--- config.mk ---
export PLATFORM = sky130hd
export DESIGN_NAME = memory_arbiter
export DESIGN_NICKNAME = d
export VERILOG_FILES = /design/src/rtl/memory_arbiter.sv
export SDC_FILE = /design/constraint.sdc
export NUM_CORES = 1
export LEC_CHECK = 0
export CAP_MARGIN = 20
export CORE_ASPECT_RATIO = 0.5
export CORE_UTILIZATION = 43
export CTS_BUF_LIST = sky130_fd_sc_hd__clkbuf_4
export DETAILED_ROUTE_END_ITERATION = 10
export PLACE_DENSITY = 0.87
export SLEW_MARGIN = 20
export SYNTH_ARGS = -nofsm -noshare
export SYNTH_HDL_FRONTEND = slang
export SYNTH_SLANG_ARGS = --single-unit
--- constraint.sdc ---
create_clock -name clock -period 2.02 [get_ports clock]
set_input_delay 0.303 -clock clock [delete_from_list [all_inputs] [get_ports clock]]
set_output_delay 0.303 -clock clock [all_outputs]
set_load 0.01 [all_outputs]
--- src/rtl/memory_arbiter.sv ---
// rtl/memory_arbiter.sv - shares one single-ported, variable-latency memory between the fetch and data ports
module memory_arbiter #(
    parameter int ADDR_W          = 16,
    parameter int DATA_W          = 16,
    parameter int MAX_DATA_STREAK = 4
) (
    input  logic              clock,
    input  logic              reset,
    input  logic              if_req,
    input  logic [ADDR_W-1:0] if_addr,
    input  logic              if_abort,
    output logic [DATA_W-1:0] if_rdata,
    output logic              if_valid,
    output logic              if_stall,
    input  logic              mem_req,
    input  logic              mem_we,
    input  logic              mem_byte_en,
    input  logic [ADDR_W-1:0] mem_addr,
    input  logic [DATA_W-1:0] mem_wdata,
    output logic [DATA_W-1:0] mem_rdata,
    output logic              mem_valid,
    output logic              mem_stall,
    output logic              ram_req,
    output logic              ram_we,
    output logic              ram_byte_en,
    output logic [ADDR_W-1:0] ram_addr,
    output logic [DATA_W-1:0] ram_wdata,
    input  logic              ram_ready,
    input  logic [DATA_W-1:0] ram_rdata
);

    localparam int SW = $clog2(MAX_DATA_STREAK + 1);
    localparam logic [SW-1:0] STREAK_MAX = SW'(MAX_DATA_STREAK);

    typedef enum logic [1:0] {
        IDLE   = 2'd0,
        ACCESS = 2'd1,
        RESP   = 2'd2
    } state_t;

    state_t        state;
    logic          owner_mem;
    logic          abort_pend;
    logic [SW-1:0] streak;
    logic          grant_if;

    // Data port has priority unless it has starved a waiting fetch for the full streak
    assign grant_if  = if_req & (~mem_req | (streak == STREAK_MAX));
    assign if_stall  = if_req & ~if_valid;
    assign mem_stall = mem_req & ~mem_valid;

    always_ff @(posedge clock or negedge reset) begin
        if (!reset) begin
            state       <= IDLE;
            owner_mem   <= 1'b0;
            abort_pend  <= 1'b0;
            streak      <= '0;
            ram_req     <= 1'b0;
            ram_we      <= 1'b0;
            ram_byte_en <= 1'b0;
            ram_addr    <= '0;
            ram_wdata   <= '0;
            if_rdata    <= '0;
            if_valid    <= 1'b0;
            mem_rdata   <= '0;
            mem_valid   <= 1'b0;
        end else begin
            if_valid  <= 1'b0;
            mem_valid <= 1'b0;
            case (state)
                IDLE: begin
                    if (if_req || mem_req) begin
                        ram_req   <= 1'b1;
                        state     <= ACCESS;
                        owner_mem <= ~grant_if;
                        if (grant_if) begin
                            ram_addr    <= if_addr;
                            ram_wdata   <= '0;
                            ram_we      <= 1'b0;
                            ram_byte_en <= 1'b0;
                            streak      <= '0;
                            abort_pend  <= if_abort;
                        end else begin
                            ram_addr    <= mem_addr;
                            ram_wdata   <= mem_wdata;
                            ram_we      <= mem_we;
                            ram_byte_en <= mem_byte_en;
                            if (!if_req)
                                streak <= '0;
                            else if (streak != STREAK_MAX)
                                streak <= streak + SW'(1);
                        end
                    end
                end
                ACCESS: begin
                    if (ram_ready) begin
                        ram_req    <= 1'b0;
                        state      <= RESP;
                        abort_pend <= 1'b0;
                        if (owner_mem) begin
                            mem_valid <= 1'b1;
                            if (!ram_we)
                                mem_rdata <= ram_rdata;
                        end else if (!abort_pend && !if_abort) begin
                            if_rdata <= ram_rdata;
                            if_valid <= 1'b1;
                        end
                    end else if (!owner_mem && if_abort) begin
                        abort_pend <= 1'b1;
                    end
                end
                RESP: begin
                    state <= IDLE;
                end
                default: begin
                    state   <= IDLE;
                    ram_req <= 1'b0;
                end
            endcase
        end
    end

endmodule

==> results of run 1 <==
worst paths after layout:
kind	startpoint	to	slack (ns)	depth (start not counted)
worst max register to register	state[1]	mem_rdata[15]	0.30	5
worst max-delay path	if_req	if_stall	0.13	3
max in group asynchronous	reset	ram_wdata[0]	1.01	3
worst min register to register	ram_addr[5]	ram_addr[5]	0.49	2
min in group clock	mem_wdata[7]	ram_wdata[7]	0.41	3
worst min-delay path	reset	if_rdata[13]	0.41	2
placed cells by master (no fill, tap or decap), drive strengths merged:
master         count
clkdlybuf4s50    141
dfrtp             76
nand2             57
o21ai             40
mux2              32
mux2i             17
buf               13
clkbuf             9
nor2b              5
inv                4
bufinv             3
nor3               3
clkinv             3
or3                2
nand2b             2
a21oi              2
ha                 2
and3b              1
and2               1
nor2               1
nand3              1
o22ai              1
o21a               1
a21boi             1
nor3b              1
a211oi             1
clkinvlp           1
dlygate4sd3        1
power by group through the flow:
stage / sequential, uW / clock (uW) / combinational (uW)
floorplan: 2940 / 0 / 1080
detailed placement: 2690 / 0 / 3220
global route: 2750 / 1250 / 3440
CTS: 2670 / 1190 / 3230
global placement: 2640 / 0 / 3100
finish: 2660 / 1150 / 3190
routing by layer:
metal	up-vias	share of wire, %
met3	14	4.2
met4	0	1.7
li1	1210	-
met2	72	55
met1	1244	39
met5	-	0
timing repair:
action | 4_1_cts | 5_1_grt
endpoints found under the hold margin | 42 | 0
gates resized for setup | 0 | 0
setup buffers | 0 | 0
hold buffers | 1 | 0
cell type report:
class	instances	area, sq um	area share, %
multi-input cells	171	1170	23.8
repair buffers	155	1560	31.5
flip-flops and latches	76	1900	38.5
inverters	4	15.0	0.304
clock buffers	9	67.6	1.37
clock inverters	7	115	2.33
well taps	92	115	2.33
sequential cells by signal, indices dropped and copies added (netlist names), 2 cells and up:
register	count
ram_addr	16
ram_wdata	16
streak	3
if_rdata	16
state	2
mem_rdata	16
through the flow:
stage | instance area (sq um) | hold slack (ns) | total power, uW
after floorplan | 3160 | 0.00741 | 4020
after global placement | 4750 | 0.320 | 5740
after detailed placement | 4750 | 0.335 | 5910
after CTS | 4950 | 0.375 | 7080
after global routing | 4950 | 0.394 | 7440
final | 4950 | 0.410 | 7000
cell families (layout without fill, tap and decap cells):
| logic type | count (synthesis) | count (layout) | synth area share, % |
|---|---|---|---|
| AOI/OAI and AO/OA | 46 | 46 | 7.57 |
| adders and majority gates | 2 | 2 | 0.792 |
| and+or+nand+nor | 74 | 74 | 10.3 |
| muxes | 49 | 49 | 18.0 |
| buffers and inverters | 19 | 175 | 3.09 |
| DFF | 76 | 76 | 60.2 |
==> reports/summary.md, run 1 <==
The floorplan has 21 rows. The number of nets in the synthesized netlist is 340. Cell internal power was estimated by the tool at 4740 uW. The largest single stage delay on the critical path is 0.56 ns. Using the TritonRoute via totals, the vias-per-cell ratio works out to 4.94.

Detailed placement ended at an HPWL of 5930 um. The top cell type by area accounts for 60.2% of the synthesized area. The synthesized area divided by synthesized cell count came out at 11.9 sq um. In the global route stage, met3 resource usage came out at 5.84%. Setup repair after global routing left no endpoint under its margin.

After clock tree synthesis, the clock-pin slew on the worst setup and hold paths is 0.12 ns. VDD sags by at most 0.801 mV. During I/O placement, the number of pins put on the boundary was 143. The total negative slack for setup checks was 0 ns; the number of enable-type register cells in the synthesized netlist was 0. Once placement completed, the tool counted placed cells totaling 497. The number of nets still failing antenna checks after routing was 0; the initial antenna violation count was 0. The mapped netlist covers 3160 sq um. The share of the Yosys chip area taken by registers is 60.2%. In the global route stage, met1 resource usage came out at 25.1%. The transition at the pin with the smallest max-transition slack is 0.580 ns. The slowest stage of the critical path is the sky130_fd_sc_hd__clkdlybuf4s50_1 cell. The critical path startpoint category was an input port. Number of global-route vias before repair: 2694. For the clock skew after layout, the log shows 0.00959 ns. Summed over all instances, the cell type with the most area after synthesis is sky130_fd_sc_hd__dfrtp_1. The clock group share of total power is 16.4%.

The final layout contains 491 nets. For the sequential share of power, the log shows 38.0%. At the worst endpoint, the required time is 1.72 ns. The buffers plus inverters on the worst setup path was 2; the met2 routing resource usage after global routing was 40.2%. The signal on the critical path passes through clkdlybuf4s50_1 > nor2b_1 > clkdlybuf4s50_1. Buffers placed on the I/O ports in this run total 142.

Routability-driven placement finished with a final weighted congestion of 0.739. The count of final max-slew check failures was 0. Subtracting the final worst setup slack from the clock period gives 1.89 ns.

The first global-routing pass estimated 13000 um of wire. Summed over all nets, the switching power comes to 2260 uW. In this run the number of H-tree levels came out at 3.

The first detailed-routing pass took 4 iterations. For this configuration, the core starts out at a cell density of 45.9%. The die covers 7710 sq um. Entering global routing, the biggest net connects 46 pins. The final critical path takes up 93.6% of the cycle. At the worst endpoint, the arrival time is 1.59 ns. The detailed router finished its first iteration with 93 violations. The type of the setup path with the least slack was input port to output port. TritonCTS built the clock tree. The switching share of total power came out at 32.3%. The cell class contributing the biggest share of worst-path delay is buffers and inverters. The number of distinct standard cells referenced by the synthesized netlist was 28; the setup-violating endpoint count in the final report was 0. The synthesized design contains 76 register bits. In the synthesized netlist, the number of instances is 266. The filler cells instantiated in the layout total 496.

The area growth from synthesis to layout is 56.6%. The fmax was 529 MHz; the synthesis warning total was 0. For the maximum root-to-sink buffer count, the log shows 2. Across the run, the number of max-cap violations was 0. The clock sink count came out at 76. Measured along the x axis, the die boundary spans 123 um. Across all setup checks in the final design, the least slack found is 0.130 ns. After synthesis, the most frequently instantiated cells are sky130_fd_sc_hd__dfrtp_1 (76), sky130_fd_sc_hd__nand2_1 (57), sky130_fd_sc_hd__o21ai_0 (40), sky130_fd_sc_hd__mux2_2 (22), sky130_fd_sc_hd__mux2i_1 (17). The tools report the clock network latency to the later pin of the worst-skew pair as 0.43 ns. The post-route netlist has 15.2% of its cells at a drive strength greater than 1. Global routing used 22.3% of the available tracks. Post-route non-filler standard cell count: 514.

Class of the tightest hold or removal check: input port to async pin. The async set-or-reset flop fraction in the synthesized netlist works out to 100%. Counting stages on the worst path, the most repeated cell is sky130_fd_sc_hd__clkdlybuf4s50_1. Summing over every cut layer, the via total after detailed routing is 2540.

CTS placed an instance of sky130_fd_sc_hd__clkbuf_4 at the clock tree root. The post-detailed-routing wire length is 7930 um, and the number of buffers created by CTS is 9. From bottom edge to top edge, the die measures 62.6 um.

The element type at the critical path end was an output port. The flow ran to the end, and the final reports show no timing, DRC or antenna violations. In the final routed layout, each cell accounts on average for 15.4 um. Prevailing post-synth register cell: sky130_fd_sc_hd__dfrtp_1.

The layer flagged by global routing as most heavily used is met2. The power per unit of standard cell area is 1420 nW/um^2. sky130_fd_sc_hd__dfrtp_1 is the most common cell in the netlist. In the post-synthesis netlist, the biggest area contributors are sky130_fd_sc_hd__dfrtp_1 (60%), sky130_fd_sc_hd__mux2_2 (7.8%), sky130_fd_sc_hd__nand2_1 (6.8%).

Measured against its own limit, the worst slew margin works out to 61.4%. In this run the static leakage power is 0.00215 uW. The core region is 6880 sq um. Summed over all layers, the global routing overflow is 0. For this run, the share of the core covered by cells in the final layout is 71.8%. Combinational logic is responsible for 45.6% of the overall power. In the routed design, unresolved DRC markers number 0. The number of antenna diodes in the final layout is 0.

The worst setup timing slack at the placement stage was 0.0473 ns. The critical-path maximum fanout works out to 5. For the final-report hold violation count, the log shows 0.
(Power assumes the default switching activity.)
==> inputs of run 2 (changes only) <==
--- a/config.mk
+++ b/config.mk
@@ -7,10 +7,11 @@
 export LEC_CHECK = 0
 export CAP_MARGIN = 20
 export CORE_ASPECT_RATIO = 0.5
-export CORE_UTILIZATION = 43
+export CORE_UTILIZATION = 50
 export CTS_BUF_LIST = sky130_fd_sc_hd__clkbuf_4
 export DETAILED_ROUTE_END_ITERATION = 10
-export PLACE_DENSITY = 0.87
+export DONT_BUFFER_PORTS = 1
+export PLACE_DENSITY = 0.69
 export SLEW_MARGIN = 20
 export SYNTH_ARGS = -nofsm -noshare
 export SYNTH_HDL_FRONTEND = slang
==> constraint.sdc (replaced) <==
create_clock -name clock -period 2.02 [get_ports clock]
set_input_delay 0.303 -clock clock [delete_from_list [all_inputs] [get_ports clock]]
set_output_delay 0.303 -clock clock [all_outputs]
set_load 0.1 [all_outputs]
==> run 2 against run 1 <==
  * Core utilization down 5.3 points
  * Non-clock buffer count down 77
  * Clock-buffer cell count unchanged
  * Critical path type is now flip-flop to flip-flop
==> reports/summary.md, run 2 (synthesized netlist as in run 1, its figures left out) <==
The mean number of vias per cell came out at 5.11 (+3.5%). Setup repair after global routing left no endpoint under its margin. The tools report the count of unresolved DRC violations after routing as 0 (unchanged). The tools report the timing startpoint of the critical path as streak[1]. The fmax came out at 577 MHz (+9.1%).

The final-stage net count is 414 (-16%), and the clock sink count is 76 (unchanged). Element type at the critical path end: a flip-flop. The arrival time at the worst endpoint is 2.01 ns (+0.42 ns). The multi-input combinational cell area is 1180 sq um (+0.43%). The logs give 21 (+20) for the post-cts hold buffer count and 0 ns (unchanged) for the total negative slack for setup checks. The first-pass GRT wire length was 10400 um (-20%); the total routing usage reported by global routing was 21.0% (-1.2 points). The startpoint of the most critical hold path is mem_wdata[13]. The post-cts gate resize count is 0 (unchanged). Critical path startpoint category: a flip-flop. The height of the die works out to 58.2 um (-7.0%). The routed via count is 2214 (-13%). The post-layout worst setup margin was 0.287 ns (+0.157 ns). The number of global-route vias before repair came out at 2193 (-19%). The run gives 0 (unchanged) as the total setup buffers inserted after CTS. The H-tree depth reported by CTS was 3 (unchanged); the die outline area was 6660 sq um (-14%). The tools report the worst slew slack as a fraction of its limit as 38.1% (-23 points). The detailed-router iteration count before antenna repair was 4 (unchanged); the number of buffers created by CTS was 9 (unchanged). The tightest min-delay check is of the input port to flip-flop type. Maximum root-to-sink buffer count: 2 (unchanged). Average wire length per cell after detail routing: 15.6 um (+1.3%).

The final weighted congestion in routability-driven placement is 0.755 (+2.1%). For the data required time of the critical path, the log shows 2.30 ns (+0.58 ns). The run gives 77 (+67%) as the pin count of the biggest net entering global routing. The run gives 0.0193 ns (+0.00967 ns) as the clock skew after layout.

The proportion of layout cells with a drive suffix above 1 works out to 29.0% (+14 points). TritonCTS built the clock tree. The transition at the pin with the smallest max-transition slack was 0.928 ns (+0.348 ns); the number of antenna repair diodes was 0 (unchanged). The clock network latency to the later pin of the worst-skew pair was 0.42 ns (about the same). The root buffer cell chosen for the clock tree is sky130_fd_sc_hd__clkbuf_4. The run finished with clean final reports. The count of final max-slew check failures was 0 (unchanged); the met2 wire length was 3510 um (-20%).

The post-route minimum period works out to 1.73 ns (-0.157 ns). The type of the setup path with the least slack was flip-flop to flip-flop. The initial core utilization was 51.9% (+6.1 points). The number of filler cells placed in the layout is 470 (-5.2%), and the reported max-cap violation count is 0 (unchanged). The tools report the number of placement rows as 20 (-4.8%). The library cells used most frequently in the layout, excluding fill and tap cells, are sky130_fd_sc_hd__dfrtp_1 (76), sky130_fd_sc_hd__nand2_1 (57), sky130_fd_sc_hd__buf_4 (45).

For the area taken by flip-flops and latches, the log shows 1900 sq um (unchanged). The total global routing overflow is 0 (unchanged). The part of the cycle the worst path needs is 85.8% (-7.8 points), and the worst setup timing slack at the placement stage is 0.305 ns (+0.258 ns).

Most common library cell in the layout ignoring fill and taps: sky130_fd_sc_hd__dfrtp_1. For the I/O pin total, the log shows 143 (unchanged). The final-report hold violation count was 0 (unchanged); the clock transition at the registers of the reported paths was 0.12 ns (about the same). The critical-path maximum fanout was 19 (+14); the number of port buffers was 0 (-100%). The wire length on met3 was 460 um (+38%); the post-detailed-routing wire length was 6770 um (-15%). The die span in x came out at 114 um (-7.1%). The finished layout cell area came out at 4050 sq um (-18%).

The tools report the length of routed wiring on met1 as 2800 um (-9.5%). The startpoint of the worst-slack reg-to-reg timing path was streak[1]. The tools report the cell area after placement as 3560 sq um (-25%). The setup-violating endpoint count in the final report came out at 0 (unchanged). Initial antenna violation count: 0 (unchanged). Signal routing reaches up to met3. Core outline area: 6080 sq um (-12%). The area growth from synthesis to layout is 28.1%.

The number of nets still failing antenna checks after routing is 0 (unchanged), and the half-perimeter wire length of the detailed placement result is 4380 um (-26%). The iteration-0 DRC count of the detailed router came out at 72 (-23%).
==> run 2: metrics by stage <==
stage               hold slack, ns  instances  utilization [%]
finish                      0.0313        433             66.5
detailed placement         0.00876        385             58.6
CTS                        0.00145        422             64.7
global placement           0.00859        385             58.6
global route              0.000759        433             66.5
floorplan                  0.00741        266                -
==> run 2: final cells by class <==
type / instances / share of cell area (%)
clock buffers: 9 / 1.67
clock inverters: 7 / 1.86
inverters: 4 / 0.371
multi-input cells: 171 / 29.2
flip-flops and latches: 76 / 47.0
well taps: 88 / 2.72
repair buffers: 78 / 17.2
==> run 2: final timing paths <==
| check | end | slack [ns] | depth (start not counted) |
|---|---|---|---|
| max | ram_addr[7] | 0.29 | 7 |
| min | ram_wdata[13] | 0.03 | 2 |
| max reg2reg | ram_addr[7] | 0.29 | 7 |
| min reg2reg | ram_addr[10] | 0.50 | 2 |
| max in group asynchronous | mem_rdata[0] | 1.26 | 2 |
| min in group asynchronous | state[0] | 0.44 | 2 |
==> run 2: worst max-delay path, stage by stage, from the launching register on <==
cell,delay (ns)
sky130_fd_sc_hd__dfrtp_1,0.43
sky130_fd_sc_hd__inv_1,0.09
sky130_fd_sc_hd__ha_1,0.15
sky130_fd_sc_hd__nand2_1,0.10
sky130_fd_sc_hd__a21boi_4,0.17
sky130_fd_sc_hd__buf_4,0.31
sky130_fd_sc_hd__mux2i_1,0.24
sky130_fd_sc_hd__o21ai_0,0.11
==> run 2: per-layer routing <==
| layer | up-vias | GRT usage [%] |
|---|---|---|
| met5 | - | 0 |
| met4 | 0 | 6.49 |
| met3 | 0 | 8.47 |
| met2 | 93 | 35.8 |
| met1 | 1072 | 24.9 |
| li1 | 1049 | - |
Power of run 2 is left out: the tool's default activity adds up to more than one toggle a clock period on the data nets, which glitch-free logic cannot reach.
==> variant 1: new RTL, config.mk and constraints of run 1 <==
The parameter `ADDR_W` goes from 16 to 15.
--- a/src/rtl/memory_arbiter.sv
+++ b/src/rtl/memory_arbiter.sv
@@ -2,3 +2,3 @@
 module memory_arbiter #(
-    parameter int ADDR_W          = 16,
+    parameter int ADDR_W          = 15,
     parameter int DATA_W          = 16,
Ports: changed (resized if_addr, mem_addr and ram_addr); port bits go from 143 to 140. No check against the original RTL was run, so the function may have changed too.
==> variant 1 against run 1 <==
- worst setup slack improved by 0.022 ns
- design area is 2.4% lower
- register-to-register slack is essentially flat
- total power down 5.3%
- die area down 1.3%
- synthesized area is 1.3% lower
- count of clock-buffer cells in the layout up 1
- routed wire length fell by 5.4%
- synthesized cell count down 1.5%
- global-route usage decreased by 0.86 points
- sequential cell count fell by 1
- critical path type unchanged
- largest power group unchanged
- highest routed layer unchanged
==> variant 1: results (changes against run 1) <==
Placed design
  • Final RePlAce weighted congestion: 0.770 (+4.2%)
  • DP Cell Count: 489 (-1.6%)
  • Port bufs: 139 (-2.1%)
  • DP Area: 4690 µm² (-1.4%)
  • Post-Place Setup Slack: 0.0315 ns (-0.0158 ns)

Layout
  • CLK BUF: 10 (+1)
  • Fin cells: 506 (-1.6%)
  • Share of cells above drive strength 1: 15.2% (+0.052 points)
  • FILL cells: 480 (-3.2%)
  • Nonclk buf count: 151 (-2.6%)
  • Final net count: 481 (-2.0%)
  • Register area: 1880 µm² (-1.3%)
  • Final Instance Area: 4830 µm² (-2.4%)
  • Multi-input combinational cell area: 1160 µm² (-1.3%)

Global route
  • M2 GR Usage: 38.3% (-2.0 points)
  • First-pass GRT wire length: 12500 µm (-3.6%)

Synth
  • Yosys top cell area share: 60.2% (about the same)
  • Adder-Cell Fraction of Synth Area: 0.803% (+0.011 points)
  • Seq cells post-synth: 75 (-1.3%)
  • Largest cells by area after synthesis: dfrtp_1 (60%), mux2_2 (8.0%), nand2_1 (6.7%), o21ai_0 (6.3%), mux2i_1 (5.1%)
  • Syn_nets: 334 (-1.8%)
  • Avg Cell Area, Syn: 11.9 µm² (+0.16%)

Detailed routing
  • Wire length on met2: 4040 µm (-7.5%)
  • Via count: 2470 (-2.8%)
  • Initial drt markers: 63 (-32%)
  • Metal-1 WL: 3000 µm (-3.3%)

Status
  • Status: complete, no violations

Power and ir drop
  • Clk. pwr: 0.874 mW (-24%)
  • Leak Pwr: 2.10 nW (-2.4%)

Timing
  • Worst-Margin Slew: 0.384 ns (-0.196 ns)
  • Tcrit/Tclk final: 92.5% (-1.1 points)
  • Clk_skew: 0.0125 ns (+0.00291 ns)

Clock network
  • Worst-Skew Late Latency: 0.41 ns (-0.02 ns)
==> variant 1: changes by cell type after synthesis <==
cell,run 1,this run
and3b_1,1,0
and3b_4,0,1
buf_2,3,4
buf_4,1,0
dfrtp_1,76,75
mux2i_1,17,16
nand2_1,57,56
o21ai_0,40,39
==> variant 1: timing repair <==
| action | CTS | global route |
|---|---|---|
| hold endpoints to repair | 27 | 0 |
| endpoints found under the setup margin | 0 | 0 |
| resized for setup | 0 | 0 |
| hold buffers | 1 | 0 |
==> variant 1: worst paths after layout <==
| path | startpoint | end | cells after the start |
|---|---|---|---|
| worst max-delay path | if_req | if_stall | 3 |
| worst min-delay path | reset | ram_wdata[14] | 2 |
| max in group asynchronous | reset | ram_addr[13] | 3 |
| worst max register to register | state[1] | mem_rdata[1] | 5 |
| min in group clock | mem_wdata[14] | ram_wdata[14] | 3 |
| worst min register to register | ram_wdata[10] | ram_wdata[10] | 2 |
==> variant 2: new RTL, config.mk and constraints of run 1 <==
Made on the original files. Reset style: synchronous (`reset`), changed in one clocked block.
--- a/src/rtl/memory_arbiter.sv
+++ b/src/rtl/memory_arbiter.sv
@@ -51,3 +51,3 @@
 
-    always_ff @(posedge clock or negedge reset) begin
+    always_ff @(posedge clock) begin
         if (!reset) begin
Behaviour: differs if reset is asserted again (counterexample within 4 cycles, from zero or initial values and one cycle with reset low); with reset held inactive, the same outputs for 4 cycles.
==> variant 2 against run 1 <==
- first-iteration DRC count increased by 82%
- design area decreased by 4.6%
- fmax up 2.3%
- worst setup slack better by 0.043 ns
- routed wire length is 1.4% lower
- via count up 12%
- synthesized area fell by 5.0%
- hold slack better by 0.025 ns
- sequential cell count unchanged
- critical path type unchanged
- critical endpoint is now mem_stall
Power is not compared: it rests on default switching activity, and its combinational part moved more than twofold at a synthesized area within 25%.
==> variant 2: results (changes against run 1) <==
Detailed routing
  • Wire per inst: 13.7 µm (-11%)
  • Via count: 2836 (+12%)
  • Initial drt markers: 169 (+82%)

Synth
  • Asr flop ratio synth: 0% (-100 points)
  • Yosys cell types: 33 (+18%)
  • Synth Flop Type: dfxtp_1
  • Largest cells by area after synthesis: dfxtp_1 (51%), mux2i_1 (11%), nor2_1 (7.3%), a2bb2oi_1 (5.3%), nand2_1 (4.5%)
  • Syn_nets: 406 (+19%)
  • Seq/Total Area, Yosys: 50.7% (-9.5 points)

Layout
  • Share of cells above drive strength 1: 6.69% (-8.5 points)
  • Fin cells: 570 (+11%)
  • Final net count: 547 (+11%)

Global route
  • Overall Global Routing Usage: 21.4% (-0.83 points)
  • Number of global-route vias before repair: 2631 (-2.3%)
  • First-pass GRT wire length: 12200 µm (-6.1%)
  • Pin count of the biggest net entering global routing: 59 (+28%)

Timing
  • Clk_skew: 0.00784 ns (-0.00175 ns)
  • Max Freq: 0.541 GHz (+2.3%)
  • Worst-Margin Slew: 0.599 ns (+0.0189 ns)

Critical path
  • Cell depth of the worst flop-to-flop path: 6 (+1)
  • Worst setup path start: mem_req
  • Critical R2R Launch: streak[0]
  • Worst path arrival time: 1.54 ns (-0.05 ns)

Min path
  • Hold crit path type: in2reg

Clock network
  • Hold_buf cts: 0 (-1)

Placed design
  • Post-DP HPWL: 5430 µm (-8.5%)
  • DP Area: 4570 µm² (-3.9%)

Status
  • Status: complete, no violations
[variant 2: cell types whose count changed after synthesis, sizes merged, moves of 21 or more]
| cell | change |
|---|---|
| o21ai | -21 |
| dfxtp | +76 |
| nand2 | -21 |
| dfrtp | -76 |
| mux2 | -32 |
| nor2 | +57 |
[variant 2: final timing paths]
kind	endpoint	slack [ns]
hold / removal	ram_addr[2]	0.44
setup / recovery	mem_stall	0.17
setup reg to reg	abort_pend	0.37
hold reg to reg	ram_req	0.46
[variant 2: area by class of cell]
cell class | instances | area [µm²] | share of cell area, %
clock buffers | 10 | 75.1 | 1.59
clock inverters | 6 | 78.8 | 1.67
inverters | 3 | 11.3 | 0.239
multi-input cells | 226 | 1340 | 28.3
flip-flops and latches | 76 | 1520 | 32.2
well taps | 92 | 115 | 2.44
repair buffers | 157 | 1580 | 33.6
[variant 2: logic make-up after synthesis]
family	synth area share (%)
buffers and inverters	4.92
DFF	50.7
and+or+nand+nor	18.6
adders and majority gates	0.834
AOI/OAI and AO/OA	13.9
muxes	11.0
[variant 2: critical path, stage by stage]
cell and delay, ns:
clkdlybuf4s50_1 0.55, nor2b_1 0.15, clkdlybuf4s50_1 0.54
[variant 2: per-layer routing]
layer	up-vias	global-route usage [%]	part of all wire [%]	wire, µm
met2	94	36.7	49	3820
met4	0	8.57	0.95	74
met5	-	0	0	0
met1	1310	26.0	44	3460
li1	1425	-	-	-
met3	7	6.67	5.9	461
[variant 2: power groups by stage]
stage / logic (mW) / registers, mW / clock network, mW
2_1_floorplan: 0.270 / 1.70 / 0
3_3_place_gp: 0.687 / 1.67 / 0
3_5_place_dp: 0.698 / 1.67 / 0
4_1_cts: 0.701 / 1.64 / 1.03
5_1_grt: 0.755 / 1.65 / 1.10
6_report: 0.700 / 1.64 / 0.997
